## config.mk

```make
export PLATFORM = sky130hd
export DESIGN_NAME = rca_arbiter
export DESIGN_NICKNAME = d
export VERILOG_FILES = /design/src/rtl/rca_arbiter.sv
export SDC_FILE = /design/constraint.sdc
export NUM_CORES = 1
export LEC_CHECK = 0
export CORE_MARGIN = 2
export CORE_UTILIZATION = 55
export DETAILED_ROUTE_END_ITERATION = 7
export DONT_BUFFER_PORTS = 1
export PLACE_DENSITY = 0.78
export SLEW_MARGIN = 0
export SYNTH_ARGS = -nofsm -noshare
export SYNTH_HDL_FRONTEND = slang
export SYNTH_SLANG_ARGS = --single-unit
```

## constraint.sdc

```tcl
create_clock -name CLK -period 1.3 [get_ports CLK]
set_input_delay 0.325 -clock CLK [delete_from_list [all_inputs] [get_ports CLK]]
set_output_delay 0.325 -clock CLK [all_outputs]
set_load 0.1 [all_outputs]
```

## src/rtl/rca_arbiter.sv

```systemverilog
// Two-requester arbiter/sequencer sharing one combinational ripple-carry adder.
// Optional round-robin arbitration is enabled by defining RCA_ARB_RR_EN.
module rca_arbiter #(
  parameter int NBIT       = 8,
  parameter int SETTLE_CYC = 2
) (
  input  logic            CLK,
  input  logic            RST,
  input  logic            R0_VALID,
  input  logic            R1_VALID,
  output logic            R0_READY,
  output logic            R1_READY,
  input  logic [NBIT-1:0] R0_A,
  input  logic [NBIT-1:0] R0_B,
  input  logic [NBIT-1:0] R1_A,
  input  logic [NBIT-1:0] R1_B,
  output logic            R0_RVALID,
  output logic            R1_RVALID,
  input  logic            R0_RACK,
  input  logic            R1_RACK,
  output logic [NBIT-1:0] RS,
  output logic [NBIT-1:0] ADD_A,
  output logic [NBIT-1:0] ADD_B,
  input  logic [NBIT-1:0] ADD_S,
  output logic            BUSY
);

  typedef enum logic [1:0] {
    ST_IDLE   = 2'd0,
    ST_SETTLE = 2'd1,
    ST_RESP   = 2'd2
  } state_t;

  localparam logic [3:0] CNT_LAST = 4'(SETTLE_CYC - 1);

  state_t          state_r;
  logic            own_r;
  logic [3:0]      cnt_r;
  logic [NBIT-1:0] rs_r;
  logic [NBIT-1:0] add_a_r;
  logic [NBIT-1:0] add_b_r;
  logic            r0_rvalid_r;
  logic            r1_rvalid_r;
  logic            busy_r;
  logic            ptr_s;
  logic            grant_vld_s;
  logic            grant_id_s;
  logic            owner_rack_s;

`ifdef RCA_ARB_RR_EN
  logic            ptr_r;
  assign ptr_s = ptr_r;
`else
  // Fixed priority: requester 0 always wins a tie.
  assign ptr_s = 1'b0;
`endif

  assign owner_rack_s = own_r ? R1_RACK : R0_RACK;

  // Grant selection, only meaningful while idle.
  always_comb begin
    grant_vld_s = 1'b0;
    grant_id_s  = 1'b0;
    if (state_r == ST_IDLE) begin
      if (R0_VALID && R1_VALID) begin
        grant_vld_s = 1'b1;
        grant_id_s  = ptr_s;
      end else if (R0_VALID) begin
        grant_vld_s = 1'b1;
        grant_id_s  = 1'b0;
      end else if (R1_VALID) begin
        grant_vld_s = 1'b1;
        grant_id_s  = 1'b1;
      end else begin
        grant_vld_s = 1'b0;
        grant_id_s  = 1'b0;
      end
    end else begin
      grant_vld_s = 1'b0;
      grant_id_s  = 1'b0;
    end
  end

  assign R0_READY  = grant_vld_s & ~grant_id_s;
  assign R1_READY  = grant_vld_s &  grant_id_s;
  assign R0_RVALID = r0_rvalid_r;
  assign R1_RVALID = r1_rvalid_r;
  assign RS        = rs_r;
  assign ADD_A     = add_a_r;
  assign ADD_B     = add_b_r;
  assign BUSY      = busy_r;

  // Sequencer: accept, let the ripple chain settle, capture, hold until acked.
  always_ff @(posedge CLK or posedge RST) begin
    if (RST) begin
      state_r     <= ST_IDLE;
      own_r       <= 1'b0;
      cnt_r       <= 4'd0;
      rs_r        <= '0;
      add_a_r     <= '0;
      add_b_r     <= '0;
      r0_rvalid_r <= 1'b0;
      r1_rvalid_r <= 1'b0;
      busy_r      <= 1'b0;
`ifdef RCA_ARB_RR_EN
      ptr_r       <= 1'b0;
`endif
    end else begin
      case (state_r)
        ST_IDLE: begin
          if (grant_vld_s) begin
            if (grant_id_s) begin
              add_a_r <= R1_A;
              add_b_r <= R1_B;
            end else begin
              add_a_r <= R0_A;
              add_b_r <= R0_B;
            end
            own_r   <= grant_id_s;
            cnt_r   <= 4'd0;
            busy_r  <= 1'b1;
            state_r <= ST_SETTLE;
          end
        end
        ST_SETTLE: begin
          cnt_r <= cnt_r + 4'd1;
          if (cnt_r == CNT_LAST) begin
            rs_r        <= ADD_S;
            r0_rvalid_r <= ~own_r;
            r1_rvalid_r <= own_r;
            state_r     <= ST_RESP;
          end
        end
        ST_RESP: begin
          // A RACK from the non-owner has no effect.
          if (owner_rack_s) begin
            r0_rvalid_r <= 1'b0;
            r1_rvalid_r <= 1'b0;
            busy_r      <= 1'b0;
            state_r     <= ST_IDLE;
`ifdef RCA_ARB_RR_EN
            ptr_r       <= ~own_r;
`endif
          end
        end
        default: begin
          r0_rvalid_r <= 1'b0;
          r1_rvalid_r <= 1'b0;
          busy_r      <= 1'b0;
          state_r     <= ST_IDLE;
        end
      endcase
    end
  end

endmodule

```

==> run metrics, run 1 <==
outcome stopped before the end; Failed at global routing; error msg [ERROR DPL-0038] Utilization greater than 100%, impossible to legalize; syn_nets 186; synth top area cells dfrtp_1 (52%), a22oi_1 (7.4%), mux2_4 (6.4%); part of the Yosys area used for sequential elements 52.2%; Yosys warnings 0; I/O Pins 75; post-synth top area cell dfrtp_1; Initial Utilization 58.6%; CTS Root Cell clkbuf_4; Adder-Cell Fraction of Synth Area under 10%; compound-cell area share of the yosys netlist 21.2%; Synth Instances between 100 and 150; H-tree depth 2; top cell type's share of synthesized area a little over half; Die X-Extent 58.4 um; Setup WS pre-CTS -0.277 ns; Simple-Gate Fraction of Synth Area around 13%; xor/xnor share of the synthesized area 0%; CTS max path bufs 2; Port Buf Inserts 0; main combinational cell family by area after synthesis compound AO/OA/AOI/OAI gates; global placement routability congestion between 0.7 and 0.8; #FFs+latches synth 34; Die H approximately 60 um; cts bufs inserted 5; Mapped Avg Cell Area about 12 um^2; clock tree sinks 34; largest net degree at the start of global routing 35; Distinct cells, synth 35; Worst endpoint, post-GRT repair R0_READY; # rows 19; Cell Area, Synth around 1600 um^2; detailed placer's ending HPWL about 3.1 mm; WEP type output port; mux contribution to synthesized area between 8 and 9%
## stage by stage
| stage | hold WS [ns] | cell area, um^2 | TNS (ns) | instances | util (%) |
|---|---|---|---|---|---|
| after detailed placement | 0.347 | 2160 | -3.96 | 203 | 77.7 |
| after floorplan | 0.465 | 1640 | -5.71 | 138 | - |
| after CTS | 0.0490 | 2470 | -2.95 | 220 | 89.0 |
| after global placement | 0.319 | 2160 | -1.69 | 203 | 77.7 |
## synth_stat cells, drive strengths merged
master / count
dfrtp: 34
a22oi: 16
o2bb2ai: 11
o21ai: 10
mux2: 9
nor2b: 8
buf: 7
a31oi: 6
nand3: 4
clkbuf: 3
inv: 3
nor2: 3
a21oi: 2
and2: 2
ha: 2
nand2: 2
nand2b: 2
nand3b: 2
nor3: 2
nor3b: 2
o22ai: 2
or2: 2
a221o: 1
a22o: 1
mux2i: 1
nand4bb: 1
## cell families after synthesis
kind of cell               count (synthesis)
adders and majority gates                  2
buffers and inverters                     13
and+or+nand+nor                           30
DFF                                       34
AOI/OAI and AO/OA                         49
muxes                                     10
## timing repair
action / in CTS
setup endpoints to repair: 48
resized for setup: 40
buffers inserted: 9
hold buffers: 1
hold endpoints to repair: 34
pin swaps: 5
cloned: 1
==> inputs of run 2 (changes only) <==
CORE_UTILIZATION = 40   (was 55)
PLACE_DENSITY = default   (was 0.78)
PLACE_DENSITY_LB_ADDON = 0.15   (was default)
clock period = 1.7 ns   (was 1.3 ns; I/O delays follow)
==> run metrics, run 2 <==
Initial Utilization between 40% and 50%; ANT nets after route 0; Crit path depth 3; global placement routability congestion approximately 0.69; slowest CP cell dfrtp_2; detailed placer's ending HPWL between 2 and 3 mm; worst r2r src cnt_r[1]; drt first pass iters 4; largest net degree at the start of global routing 21; final net count approximately 230; Cell Chain, Critical Path buf_6 > nor3b_4 > buf_12; setup TNS -0.0500 ns; Final Critical Period 1.74 ns; Crit path max-delay family flip-flops; syn_nets between 150 and 200; Max Freq between 0.5 and 0.6 GHz; drt drc 0; Post-synth top cells dfrtp_1 (34), a22oi_1 (16), o2bb2ai_1 (11), o21ai_1 (9), nor2b_1 (8); placed insts around 220; outcome finished, violations left; critical path arrival between 1 and 1.5 ns; top-count cell post-synth dfrtp_1; Setup WS pre-CTS -0.0216 ns; worst-skew pair later-pin latency around 0.3 ns; placed instance area 2000 um^2; worst hold path class in -> async; Synth Instances roughly 140; Total Die Area approximately 4600 um^2; CP peak stage delay 0.43 ns; Slew @ Worst Pin roughly 0.7 ns; synth top area cells dfrtp_1 (52%), a22oi_1 (7.4%), mux2_4 (6.4%); Buffers & Inverters on Critical Path 2; Ant. Diodes 0; cts bufs inserted 5; Startpoint Class register; violated checks negative setup slack; fin crit share 102%; Distinct cells, synth 35; Post-synth EDFFs 0; H-tree depth 2; Main synth FF type dfrtp_1; routed length per instance around 16 um; DR vias/cell about 5.6; WS Path Type reg -> out; Register-to-Register Setup Slack about 0.080 ns; Cell Area, Synth about 1600 um^2; Final Cell Area roughly 2200 um^2; Port Buf Inserts 0; final non-filler cell total between 200 and 250; DR vias between 1000 and 1500; CTS Root Cell clkbuf_8; GR Util All Layers 17.6%; #FFs+latches synth 34; Slew Limit Fails 0; TritonCTS clock tree built; core region area ~4000 um^2; clk slew on worst S/H paths about 0.080 ns; Max Clock Skew between 0.008 and 0.009 ns; fill count around 370; most frequent cells in the layout buf_4 (36), dfrtp_1 (32), a22oi_1 (16), o2bb2ai_1 (11), o21ai_1 (9); initial antenna violation count 0; Mapped Avg Cell Area around 12 um^2; setup ws final -0.0351 ns; most common cell after layout, fill and taps aside buf_4; CP endpoint kind output pin; post-synth top area cell dfrtp_1; layout cell share with drive strength beyond 1 roughly 37%; Max Cap Viol 0; GR Overflow Total 0; part of the Yosys area used for sequential elements a little over half; number of global-route vias before repair 1311; starting DRC count in detailed routing 47; R2R cell count 5; top cell type's share of synthesized area approximately 52%; CTS max path bufs 2; first-pass GRT wire length 5.99 mm; Post-synth ARST share between 90% and 100%; clock tree sinks 34; I/O Pins between 70 and 80; Hold Fails Final Rpt 0; Die H approximately 68 um; RR Endpoint RS[2]; Yosys warnings 0; final setup fails 2; Syn-to-layout area delta 33.1%; RSZ-0062 raised after global routing true; crit-path max FO 8; Relative slew margins a little over half; Hold Buf Count CTS 0; # rows 23; wirelength, routed 3.76 mm; Die X-Extent about 68 um; required time worst endpoint between 1 and 1.5 ns
-- run 2: cell counts after synthesis --
Identical to the previous run, type by type.
-- run 2: stage by stage --
stage                     hold WS (ns)  util (%)
after floorplan                  0.493         -
after global placement           0.347      50.4
after detailed placement         0.360      50.4
after CTS                       0.0391      54.1
after global routing            0.0521      54.6
final                           0.0280      54.6
-- run 2: how the worst max path moves through the flow --
stage / to / start / slack (ns)
final: R0_READY / state_r[1] / -0.04
after global routing: R0_READY / state_r[1] / -0.08
after floorplan: R0_READY / state_r[0] / -0.24
after CTS: R0_READY / state_r[1] / -0.05
after detailed placement: RS[2] / cnt_r[1] / -0.02
after global placement: RS[2] / cnt_r[1] / 0.06
-- run 2: final cells by class --
class	instances	area [um^2]	area share [%]
sequential	34	853	39.3
multi-input combinational	91	724	33.4
timing repair buffer	44	404	18.6
clock buffer	5	68.8	3.17
tap	50	62.6	2.88
clock inverter	3	45.0	2.08
inverter	3	11.3	0.519
-- run 2: worst register-to-register path, delay by kind of cell (launching register included) --
family / cells / cell delay, ns
flip-flops: 1 / 0.41
buffers and inverters: 1 / 0.07
multiplexers: 1 / 0.37
adder cells (fa/ha/maj): 1 / 0.15
AND/OR/NAND/NOR: 2 / 0.51
-- run 2: layer usage --
layer | global-route usage (%) | vias up | wire (um) | share of wire (%)
li1 | - | 596 | - | -
met1 | 21.1 | 627 | 1560 | 42
met2 | 28.1 | 54 | 1850 | 49
met3 | 7.73 | 6 | 307 | 8.2
met4 | 6.50 | 0 | 45 | 1.2
met5 | 0 | - | 0 | 0
-- run 2: cells by family (layout without fill, tap and decap cells) --
family | after synthesis | after routing | share of synthesized area (%)
compound gates | 49 | 49 | 21.2
flops | 34 | 34 | 52.2
simple gates | 30 | 30 | 12.6
buf+inv | 13 | 55 | 4.07
mux | 10 | 10 | 8.44
fa+ha+maj | 2 | 2 | 1.53
-- run 2: timing repair --
item	CTS	global route
pin swaps	1	2
setup endpoints to repair	3	10
buffers inserted	3	1
resized for setup	3	4
Power of run 2 is not shown: default switching activity piles up to over one toggle a cycle in this logic, so the estimate is an artifact.
